<file path="src/rtl/fifo_rd_fwft.sv">
// rtl/fifo_rd_fwft.sv - first-word-fall-through read side with 3-entry output buffer
module fifo_rd_fwft #(
    parameter int DATASIZE = 8
) (
    input  logic                i_rd_clk,
    input  logic                i_rd_rst_n,
    input  logic                i_empty,
    input  logic [DATASIZE-1:0] i_mem_rdata,
    input  logic                i_ready,
    input  logic                i_flush,
    output logic                o_rd_en,
    output logic                o_valid,
    output logic [DATASIZE-1:0] o_data,
    output logic [1:0]          o_level
);

    logic [DATASIZE-1:0] buf_q [0:2];
    logic [1:0]          wr_idx;
    logic [1:0]          rd_idx;
    logic [1:0]          buf_cnt;
    logic                inflight;
    logic                push;
    logic                pop;

    function automatic logic [1:0] next_idx(input logic [1:0] idx);
        return (idx == 2'd2) ? 2'd0 : idx + 2'd1;
    endfunction

    // Credit check counts the word already in flight so the buffer can never overflow.
    assign o_rd_en = i_rd_rst_n && !i_empty && !i_flush &&
                     (({1'b0, buf_cnt} + {2'b00, inflight}) < 3'd3);

    assign push = inflight && !i_flush;
    assign pop  = (buf_cnt != 2'd0) && i_ready && !i_flush;

    always_ff @(posedge i_rd_clk or negedge i_rd_rst_n) begin
        if (!i_rd_rst_n) begin
            wr_idx   <= 2'd0;
            rd_idx   <= 2'd0;
            buf_cnt  <= 2'd0;
            inflight <= 1'b0;
        end else if (i_flush) begin
            wr_idx   <= 2'd0;
            rd_idx   <= 2'd0;
            buf_cnt  <= 2'd0;
            inflight <= 1'b0;
        end else begin
            inflight <= o_rd_en;
            if (push) begin
                wr_idx <= next_idx(wr_idx);
            end
            if (pop) begin
                rd_idx <= next_idx(rd_idx);
            end
            case ({push, pop})
                2'b10:   buf_cnt <= buf_cnt + 2'd1;
                2'b01:   buf_cnt <= buf_cnt - 2'd1;
                default: buf_cnt <= buf_cnt;
            endcase
        end
    end

    // Data storage carries no reset; contents are only observed while o_valid is high.
    always_ff @(posedge i_rd_clk) begin
        if (push) begin
            buf_q[wr_idx] <= i_mem_rdata;
        end
    end

    assign o_valid = (buf_cnt != 2'd0);
    assign o_level = buf_cnt;
    assign o_data  = buf_q[rd_idx];

endmodule

</file>
<file path="config.mk">
export PLATFORM = sky130hd
export DESIGN_NAME = fifo_rd_fwft
export DESIGN_NICKNAME = d
export VERILOG_FILES = /design/src/rtl/fifo_rd_fwft.sv
export SDC_FILE = /design/constraint.sdc
export NUM_CORES = 1
export LEC_CHECK = 0
export ABC_AREA = 0
export CELL_PAD_IN_SITES_DETAIL_PLACEMENT = 0
export CELL_PAD_IN_SITES_GLOBAL_PLACEMENT = 2
export CORE_MARGIN = 1
export CORE_UTILIZATION = 37
export CTS_BUF_LIST = sky130_fd_sc_hd__clkbuf_16
export CTS_CLUSTER_SIZE = 24
export DETAILED_ROUTE_END_ITERATION = 7
export GPL_ROUTABILITY_DRIVEN = 0
export PLACE_DENSITY_LB_ADDON = 0.1
export REMOVE_ABC_BUFFERS = 1
export SETUP_SLACK_MARGIN = 0.02
export SLEW_MARGIN = 15
export SYNTH_ARGS = -nofsm -noshare
export SYNTH_HDL_FRONTEND = slang
export SYNTH_SLANG_ARGS = --single-unit
</file>
<file path="constraint.sdc">
create_clock -name i_rd_clk -period 5.4 [get_ports i_rd_clk]
set_input_delay 0.81 -clock i_rd_clk [delete_from_list [all_inputs] [get_ports i_rd_clk]]
set_output_delay 0.81 -clock i_rd_clk [all_outputs]
set_load 0.01 [all_outputs]
</file>
# ---- After elaboration in Yosys (flattened, before gate mapping)
# Memories as Yosys holds them, arrays and structs flattened.
# Index checks and enable logic that the tools add are counted.
# W data, S select, Z words.
dict set report op_classes {
  n_addsub 5
  magnitude_cmp 1
  n_eq_ne 4
  muxes 11
  n_reduce_logical 12
}
# cell n
set ops {}
lappend ops {{$mux W2} 7}
lappend ops {{$add A2 B1 Y2 const B} 3}
lappend ops {{$eq A2 B2 Y1 const B} 3}
lappend ops {{$logic_and A1 B1 Y1} 6}
lappend ops {{$reduce_bool A2 Y1} 3}
lappend ops {{$pmux W2 S2} 1}
lappend ops {{$add A2 B1 Y3} 1}
lappend ops {{$lt A3 B2 Y1 const B} 1}
lappend ops {{$mux W1} 3}
lappend ops {{$reduce_bool A3 Y1} 1}
lappend ops {{$eq A2 B1 Y1 const B} 1}
lappend ops {{$logic_not A1 Y1} 2}
lappend ops {{$sub A2 B1 Y2 const B} 1}
dict set report word_totals {
  reg_bits 7
  mem_bits_rw 24
  word_cells 38
  n_memories 1
}
# name words width rd rd_ports_with_merged_regs wr line_no
set mem_list {}
lappend mem_list {buf_q 3 8 1 0 1 17} ;# logic [DATASIZE-1:0] buf_q [0:2];

# ---- Depth between registers and ports, before layout
dict set report logic_depth {
  word_depth 6
  depth_mapped 4
  ltp_nobuf 4
}

# ---- Worst setup path before layout
# Ideal clock, no wire load.
dict set report synth_path {
  kind {input-to-output}
  startpoint {input port i_flush}
  endpoint {output port o_rd_en}
  arrival_ps 1563
  required_ps 4590
  slack_ps 3027
  stages 2
  path_buffers 0
  path_cell_list {or4b_1 a21oi_1}
}
dict set report synth_via {
  elab_chain_len 3
}
# item line_no
set synth_rtl {}
lappend synth_rtl {{from (decl)} 10} ;# input logic i_flush,
lappend synth_rtl {{$logic_not A1 Y1} 30} ;# assign o_rd_en = i_rd_rst_n && !i_empty && !i_flush &&
lappend synth_rtl {{$logic_and A1 B1 Y1 (2 in series)} 30}
lappend synth_rtl {{to (decl)} 11} ;# output logic o_rd_en,
# No other way between the ends.

# ---- Worst setup path after layout
dict set report layout_path {
  startpoint {input port i_rd_rst_n}
  endpoint {output port o_rd_en}
}
dict set report layout_via {
  elab_chain_len 3
}
# item line_no
set layout_rtl {}
lappend layout_rtl {{from (decl)} 6} ;# input logic i_rd_rst_n,
lappend layout_rtl {{$logic_and A1 B1 Y1 (3 in series)} 30}
# No other way between the ends.

==> results.sh <==
export IMPL_status="completed"
export IMPL_syn_instance_count=92
export IMPL_cts_buffers=5
export IMPL_finalCritPeriodShare_pct=64.84
export IMPL_crit_fanout=8
export IMPL_critPathRequiredTime_ns=4.59
export IMPL_setup_viol=0
export IMPL_initial_utilization_pct=40.56
export IMPL_fillers=278
export IMPL_synth_top_area_share_pct=56.36
export IMPL_dp_hpwl_um=1488
export IMPL_clk_latency_ns=0.27
export IMPL_diodes=0
export IMPL_p_leak_uw=0.0005979
export IMPL_antenna_found_initial=0
export IMPL_finalWorstSetupSlack_ns=1.899
export IMPL_postRouteAntennaNets=0
export IMPL_ctsHoldBuffers=0
export IMPL_io_buffers=24
export IMPL_synth_cell_area_um2=1279
export IMPL_hold_viol=0
export IMPL_post_route_min_period_ns=3.501
export IMPL_syn_to_final_growth_pct=34.15
export IMPL_cts_root_buf="clkbuf_16"
export IMPL_critPathMaxStageDelay_ns=0.66
export IMPL_worstSetupPathType="primary input to primary output"
export IMPL_cts_tree="built"
export IMPL_drive_gt1_share_pct=8.130
export IMPL_clkTransAtPathRegs_ns=0.05
export IMPL_grt_ovfl_total=0
export IMPL_synth_area_leaders="edfxtp_1, dfrtp_1, mux2i_1, o21ai_0, nand2_1"
export IMPL_wire_per_inst_um=13.19
export IMPL_worst_path_most_repeated_cell="clkdlybuf4s50_1"
export IMPL_max_cap_viol_count=0
export IMPL_final_cell_mix="edfxtp_1, clkdlybuf4s50_1, mux2i_1, nand2_1, o21ai_0"
export IMPL_end_kind="primary output"
export IMPL_postCtsSetupBuffers=0
export IMPL_tightest_slew_ns=0.5161
export IMPL_rsz0062_at_grt="false"
export IMPL_syn_area_per_cell_um2=13.90
export IMPL_grt_pass1_vias=814
export IMPL_fin_util_pct=54.40
export IMPL_synth_top_area_cell="edfxtp_1"
export IMPL_die_y_um=60.79
export IMPL_via_count=805
export IMPL_fin_tns_setup_ns=0
export IMPL_report_final_slew_viol_count=0
export IMPL_crit_buf_inv=2
export IMPL_vias_per_cell=4.820
export IMPL_preCtsSetupSlack_ns=1.878
export IMPL_hp_class="flip-flop to flip-flop"
export IMPL_ctsLongestPathBuffers=2
export IMPL_crit_family="buffers and inverters"
export IMPL_ir_drop_mv=0.1976
export IMPL_ys_types=22
export IMPL_drtPass1Iterations=4
export IMPL_slew_headroom_pct=65.59
export IMPL_dieArea_um2=3695
export IMPL_core_area_um2=3153
export IMPL_fin_skew_ns=0.003325
export IMPL_cp_data_arrival_time_ns=2.69
export IMPL_die_x_um=60.79
export IMPL_cts_sinks=31
export IMPL_io_pins=25
export IMPL_p_per_area_nw_per_um2=316.6
export IMPL_synth_seq_cells=31
export IMPL_fmax_mhz=285.6
export IMPL_slowest_stage="clkdlybuf4s50_1"
export IMPL_cts_resized_gates=0
export IMPL_path_cells="clkdlybuf4s50_1 > or4b_1 > a21oi_1 > clkdlybuf4s50_1"
export IMPL_row_count=20
export IMPL_worstSetupStartpointType="primary input"
export IMPL_nets=137
export IMPL_grt_max_degree=20
export IMPL_drt_iter0_drc=15
export IMPL_grt_usage_pct=14.88
export IMPL_hold_ws_ns=0.6168
export IMPL_ys_seq_area_share_pct=70.06
export IMPL_yosysWarnings=0
export IMPL_drc=0
export IMPL_wl_um=2202
export IMPL_h_tree_depth=2
export IMPL_grt_first_pass_wirelength_um=3650
## layout make-up
class / instances / area, um2 / area share, %
multi-input combinational: 55 / 357.8 / 20.86
tap: 44 / 55.05 / 3.209
timing repair buffer: 27 / 262.8 / 15.32
clock buffer: 5 / 125.1 / 7.294
sequential: 31 / 895.9 / 52.22
inverter: 2 / 7.507 / 0.4376
clock inverter: 3 / 11.26 / 0.6565
## cells by family after synthesis
kind of cell	after synthesis	share of synthesized area [%]
DFF	31	70.06
buffers and inverters	6	1.957
muxes	10	7.828
adders and majority gates	2	1.957
and+or+nand+nor	24	10.18
AOI/OAI and AO/OA	19	8.024
## power by group
group          leakage [uW]  internal (uW)  switching, uW
Sequential         0.000313            261           3.40
Combinational      0.000215           17.6           11.3
Clock             0.0000701            165           85.2
Total              0.000598            443           99.9
## synthesized netlist by cell type
cell      number
buf_2          2
nand2_1       10
or4b_1         1
a211oi_1       1
nand2b_1       2
inv_1          2
nor3_1         1
o21ai_0       10
or3_1          1
a41o_1         1
dfrtp_1        7
ha_1           2
mux2i_1       10
edfxtp_1      24
or3b_1         1
clkbuf_1       2
nand3b_1       2
nor2_1         2
or2_2          2
a21oi_1        6
o21ai_1        1
nor3b_1        2
## flip-flops by register name, indices dropped and copies added (netlist names)
name / flops
buf_q: 24
o_level: 2
rd_idx: 2
wr_idx: 2
inflight: 1
## worst paths after layout
kind                                  end  cells after the start  startpoint  slack [ns]
worst max-delay path              o_rd_en                      4  i_rd_rst_n        1.90
worst min-delay path            wr_idx[1]                      2   wr_idx[1]        0.62
worst max register to register   inflight                      4    inflight        3.80
worst min register to register  wr_idx[1]                      2   wr_idx[1]        0.62
max in group asynchronous       rd_idx[0]                      1  i_rd_rst_n        4.35
min in group asynchronous        inflight                      1  i_rd_rst_n        0.81
## metrics by stage
| step | instance area [um2] | cells | power (uW) |
|---|---|---|---|
| floorplan | 1261 | 88 | 277.5 |
| global placement | 1579 | 159 | 296.9 |
| detailed placement | 1579 | 159 | 297.8 |
| CTS | 1715 | 167 | 549.6 |
| global route | 1715 | 167 | 563.9 |
| finish | 1715 | 167 | 543.1 |
## worst register-to-register path, stage by stage (launching register included)
cell and delay (ns):
dfrtp_1 0.47, ha_1 0.23, ha_1 0.17, or4b_1 0.50, a21oi_1 0.15
## layer usage
layer / share of wire, % / global-route usage [%]
met1: 45 / 16.94
met2: 48 / 23.55
met3: 4.8 / 4.904
met4: 2.0 / 10.71
met5: 0 / 0
No activity file was read; power rests on OpenSTA's default activity.
==> variant 1, RTL diff (config.mk and constraints unchanged) <==
Make the reset (`i_rd_rst_n`) synchronous in one clocked block.
--- a/src/rtl/fifo_rd_fwft.sv
+++ b/src/rtl/fifo_rd_fwft.sv
@@ -35,3 +35,3 @@
 
-    always_ff @(posedge i_rd_clk or negedge i_rd_rst_n) begin
+    always_ff @(posedge i_rd_clk) begin
         if (!i_rd_rst_n) begin
Formal check against the unedited RTL: differs if i_rd_rst_n is asserted again (counterexample within 4 cycles, from zero or initial values and one cycle with i_rd_rst_n low); with i_rd_rst_n held inactive, the same outputs for 10 cycles.
==> variant 1 against the unedited design <==
Clock skew hardly changed. Synthesized cell count fell by 2.2%. Sequential cell count is 2 higher. First-iteration DRC count is 6.7% lower. Final area down 0.80%. Clock power about the same. Routed wire length rose by 0.73%. Total power up 0.41%. Highest routed layer unchanged. Setup slack improved by 0.15 ns. Sequential share of layout area rose by 0.72 points. Critical path depth unchanged. Area after synthesis decreased by 0.98%.
==> variant 1: results (changes against the unedited design) <==
[synth] synth cell count leaders sky130_fd_sc_hd__edfxtp_1, sky130_fd_sc_hd__nand2_1, sky130_fd_sc_hd__dfxtp_1, sky130_fd_sc_hd__o21ai_0, sky130_fd_sc_hd__mux2i_1 [was sky130_fd_sc_hd__edfxtp_1, sky130_fd_sc_hd__mux2i_1, sky130_fd_sc_hd__nand2_1, sky130_fd_sc_hd__o21ai_0, sky130_fd_sc_hd__dfrtp_1]
[worst_setup_path] Crit path largest cell delay 0.61 ns [was 0.66 ns]
[place] post-detail-place hpwl 1.49 mm [about the same]
[drt] overall via count from detail_route 784 [was 805]
[synth] proportion of register bits with asynchronous set or reset after synthesis 0% [was 22.6%]
[drt] total iterations of the first detailed-routing run 3 [was 4]
[worst_setup_path] reg-to-reg slack, setup 3.84 ns [was 3.80 ns]
[grt] global-route wire length before repair 3.45 mm [was 3.65 mm]
[grt] overall routing resource usage 13.9% [was 14.9%]
[timing] actual transition at the worst max-transition pin 0.514 ns [was 0.516 ns]
[worst_setup_path] highest fanout seen on the critical path 8 [unchanged]
[grt] pin count of the biggest net entering global routing 17 [was 20]
[worst_setup_path] terminus of the critical flop-to-flop path o_level[1] [was inflight]
[worst_setup_path] reg2reg start o_level[1] [was inflight]
[clock_tree] number of buffers created by CTS 5 [unchanged]
[worst_setup_path] count of cells along the worst register-to-register path 5 [was 4]
[drt] detailed-route wire length per cell 13.5 um [was 13.2 um]
[synth] portion of the post-synthesis area used by sequential elements 71.1% [was 70.1%]
[run_status] outcome complete, no violations [unchanged]
[drt] number of DRC markers in iteration 0 14 [was 15]
[drt] total wire length after detailed routing 2.22 mm [was 2.20 mm]
[cells_and_area] share of final-layout standard cells stronger than drive strength 1 8.33% [was 8.13%]
[synth] Syn. warnings 0 [unchanged]
[cells_and_area] filler cell count 277 [was 278]
[power_and_ir_drop] Leakage 0.556 nW [was 0.598 nW]
[timing] worst clock skew on the final layout 0.00290 ns [was 0.00332 ns]
[synth] mean instance size in the synthesized netlist 14.1 sq um [was 13.9 sq um]
[grt] number of global-route vias before repair 766 [was 814]
[min_path] Worst Min Path Start rd_idx[0] [was wr_idx[1]]
[power_and_ir_drop] peak supply drop 141 uV [was 198 uV]
[variant 1: cell count changes after synthesis, sizes merged, moves of 2 or more]
cell / change
dfxtp: +9
a2111oi: +2
or3: +2
dfrtp: -7
nand3b: -2
mux2i: -2
[variant 1: layout make-up]
class                           instances  share of cell area (%)
Sequential cell                        33                    52.9
Inverter                                1                   0.221
Tap cell                               44                    3.24
Clock buffer                            5                    7.35
Clock inverter                          2                   0.441
Multi-Input combinational cell         53                    20.8
Timing Repair Buffer                   26                    15.0
[variant 1: kinds of logic (layout without fill, tap and decap cells)]
group	count (synthesis)	in the layout	share of synthesized area, %
xor+xnor	2	2	1.38
mux	8	8	6.32
flops	33	33	71.1
fa+ha+maj	3	3	2.96
compound gates	17	17	7.61
simple gates	23	23	9.19
buf+inv	4	34	1.38
[variant 1: worst max-delay path by stage]
stage	from	to	slack, ns	cells past startpoint
2_1_floorplan	i_flush	o_rd_en	2.90	2
3_3_place_gp	i_flush	o_rd_en	2.04	4
3_5_place_dp	i_flush	o_rd_en	2.03	4
4_1_cts	i_flush	o_rd_en	2.02	4
5_1_grt	i_flush	o_rd_en	1.85	4
6_report	i_flush	o_rd_en	2.05	4
[variant 1: metrics by stage]
step | utilization (%) | power, mW | setup WS (ns) | area [sq um] | hold WS, ns
floorplan | - | 0.285 | 2.90 | 1250 | 0.454
global placement | 49.8 | 0.299 | 2.04 | 1570 | 0.482
detailed placement | 49.8 | 0.300 | 2.03 | 1570 | 0.491
CTS | 54.0 | 0.550 | 2.02 | 1700 | 0.502
global route | 54.0 | 0.564 | 1.85 | 1700 | 0.527
finish | 54.0 | 0.545 | 2.05 | 1700 | 0.495
[variant 1: power breakdown]
| group | total (mW) | internal, mW | switching, mW |
|---|---|---|---|
| combinational | 0.0200 | 0.0125 | 0.00748 |
| clock | 0.250 | 0.164 | 0.0864 |
| sequential | 0.275 | 0.274 | 0.00104 |
| total | 0.545 | 0.450 | 0.0950 |
[variant 1: worst max-delay path, delay by kind of cell]
kind / cells / cell delay (ns)
buffers and inverters: 2 / 1.07
AOI/OAI and AO/OA: 1 / 0.38
and+or+nand+nor: 1 / 0.28
[variant 1: layer usage]
layer  vias up  wire [um]  GRT usage, %
li1        391          -             -
met1       368        951          15.9
met2        21       1120          22.6
met3         4        119          5.33
met4         0         29          7.79
met5         -          0             0
==> variant 2, RTL diff (same flow settings) <==
Without the edit above. `DATASIZE`: 8 -> 4.
--- a/src/rtl/fifo_rd_fwft.sv
+++ b/src/rtl/fifo_rd_fwft.sv
@@ -2,3 +2,3 @@
 module fifo_rd_fwft #(
-    parameter int DATASIZE = 8
+    parameter int DATASIZE = 4
 ) (
Interface: changed (resized i_mem_rdata and o_data); port bits go from 25 to 17. No check against the original RTL was run, so the function may have changed too.
==> variant 2 against the unedited design <==
Count of clock-buffer cells in the layout decreased by 2. Combinational power decreased by 29%. Sequential power decreased by 39%. Die area decreased by 33%. Final area decreased by 36%. Non-clock buffer count decreased by 11. Total power decreased by 40%. Synthesized cell count decreased by 27%. Clock skew decreased by 0.0025 ns. Routed wire length decreased by 42%. Sequential cell count decreased by 12. Area after synthesis decreased by 34%. Setup slack improved by 0.044 ns. Critical path type unchanged.
==> variant 2: results (changes against the unedited design) <==
[place] placement-stage cell area 1020 sq um [was 1580 sq um]
[drt] total iterations of the first detailed-routing run 3 [was 4]
[clock_tree] H-tree depth 1 [was 2]
[drt] detailed-route wire length per cell 11.6 um [was 13.2 um]
[grt] number of global-route vias before repair 490 [was 814]
[drt] number of DRC markers in iteration 0 3 [was 15]
[worst_setup_path] terminus of the critical flop-to-flop path buf_q[1][1] [was inflight]
[synth] proportion of register bits with asynchronous set or reset after synthesis 36.8% [was 22.6%]
[synth] fraction of synthesized cell area taken by the top area cell type 42.9% [was 56.4%]
[synth] portion of the post-synthesis area used by sequential elements 63.7% [was 70.1%]
[place] post-detail-place hpwl 963 um [was 1.49 mm]
[run_status] outcome complete, no violations [unchanged]
[worst_setup_path] arrival time at the worst endpoint 2.65 ns [was 2.69 ns]
[synth] synth cell count leaders sky130_fd_sc_hd__edfxtp_1, sky130_fd_sc_hd__dfrtp_1, sky130_fd_sc_hd__mux2i_1 [was sky130_fd_sc_hd__edfxtp_1, sky130_fd_sc_hd__mux2i_1, sky130_fd_sc_hd__nand2_1, sky130_fd_sc_hd__o21ai_0, sky130_fd_sc_hd__dfrtp_1]
[drt] overall via count from detail_route 539 [was 805]
[clock_tree] Max Root-Sink Buffers 2 [unchanged]
[cells_and_area] count of nets after finishing 96 [was 137]
[clock_tree] number of buffers created by CTS 3 [was 5]
[worst_setup_path] reg-to-reg slack, setup 3.82 ns [was 3.80 ns]
[min_path] Worst Hold Class flip-flop to flip-flop [unchanged]
[synth] number of synthesized flops with an enable pin 12 [was 24]
[worst_setup_path] count of cells along the worst register-to-register path 2 [was 4]
[synth] main area contributors after synthesis sky130_fd_sc_hd__edfxtp_1, sky130_fd_sc_hd__dfrtp_1, sky130_fd_sc_hd__mux2i_1 [unchanged]
[grt] pin count of the biggest net entering global routing 12 [was 20]
[timing] worst clock skew on the final layout 0.000817 ns [was 0.00332 ns]
[cells_and_area] Largest register FFs 12 [was 24]
[power_and_ir_drop] Leakage 0.411 nW [was 0.598 nW]
[timing] actual transition at the worst max-transition pin 0.661 ns [was 0.516 ns]
[clock_tree] source-to-sink clock delay at the later pin of the worst-skew pair 0.24 ns [was 0.27 ns]
[power_and_ir_drop] peak supply drop 206 uV [was 198 uV]
[variant 2: cell types whose count changed after synthesis, sizes merged]
cell and delta:
or3b -1, mux2i -3, buf -1, nor2b +1
o21ai -4, nor2 +1, nand2 -5, a21oi -1
edfxtp -12
[variant 2: logic make-up after synthesis]
group                    Yosys count  share of synthesized area (%)
adder cells (fa/ha/maj)            2                           2.98
AND/OR/NAND/NOR                   20                           13.4
AO/OA/AOI/OAI                     14                           9.23
buffers and inverters              5                           2.38
flip-flops                        19                           63.7
multiplexers                       7                           8.33
[variant 2: layer usage]
layer  global-route usage, %  up-vias  wire (um)
met5                       0        -          0
met4                    7.14        0         12
met3                    2.78        2         33
met2                    17.6        7        582
met1                    17.7      249        655
li1                        -      281          -
[variant 2: final cells by class]
class	instances	area, sq um
fillers	189	940
flip-flops and latches	19	536
multi-input cells	43	285
repair buffers	16	160
clock buffers	3	75.1
well taps	27	33.8
inverters	2	7.51
clock inverters	1	5.00
[variant 2: worst max-delay path by stage]
stage               start  endpoint  cells after the start
2_1_floorplan     i_flush   o_rd_en                      2
3_3_place_gp   i_rd_rst_n   o_rd_en                      4
3_5_place_dp   i_rd_rst_n   o_rd_en                      4
4_1_cts        i_rd_rst_n   o_rd_en                      4
5_1_grt        i_rd_rst_n   o_rd_en                      4
6_report       i_rd_rst_n   o_rd_en                      4
[variant 2: worst max-delay path, delay by kind of cell]
family	cells	cell delay, ns
and+or+nand+nor	1	0.49
buffers and inverters	2	1.21
AOI/OAI and AO/OA	1	0.13
[variant 2: per-stage QoR]
step	hold slack [ns]	cells	util (%)	power, mW	worst slack (ns)
finish	0.607	111	54.0	0.327	1.94
global route	0.669	111	54.0	0.340	1.85
CTS	0.617	111	54.0	0.330	1.92
detailed placement	0.607	107	50.1	0.183	1.92
global placement	0.595	107	50.1	0.183	1.95
floorplan	0.514	64	-	0.170	3.03
[variant 2: power breakdown]
part / leakage (nW) / internal (mW) / total, mW / switching (mW)
Clock: 0.0409 / 0.0990 / 0.146 / 0.0472
Combinational: 0.166 / 0.0124 / 0.0205 / 0.00814
Sequential: 0.205 / 0.157 / 0.160 / 0.00267
Total: 0.411 / 0.269 / 0.327 / 0.0580
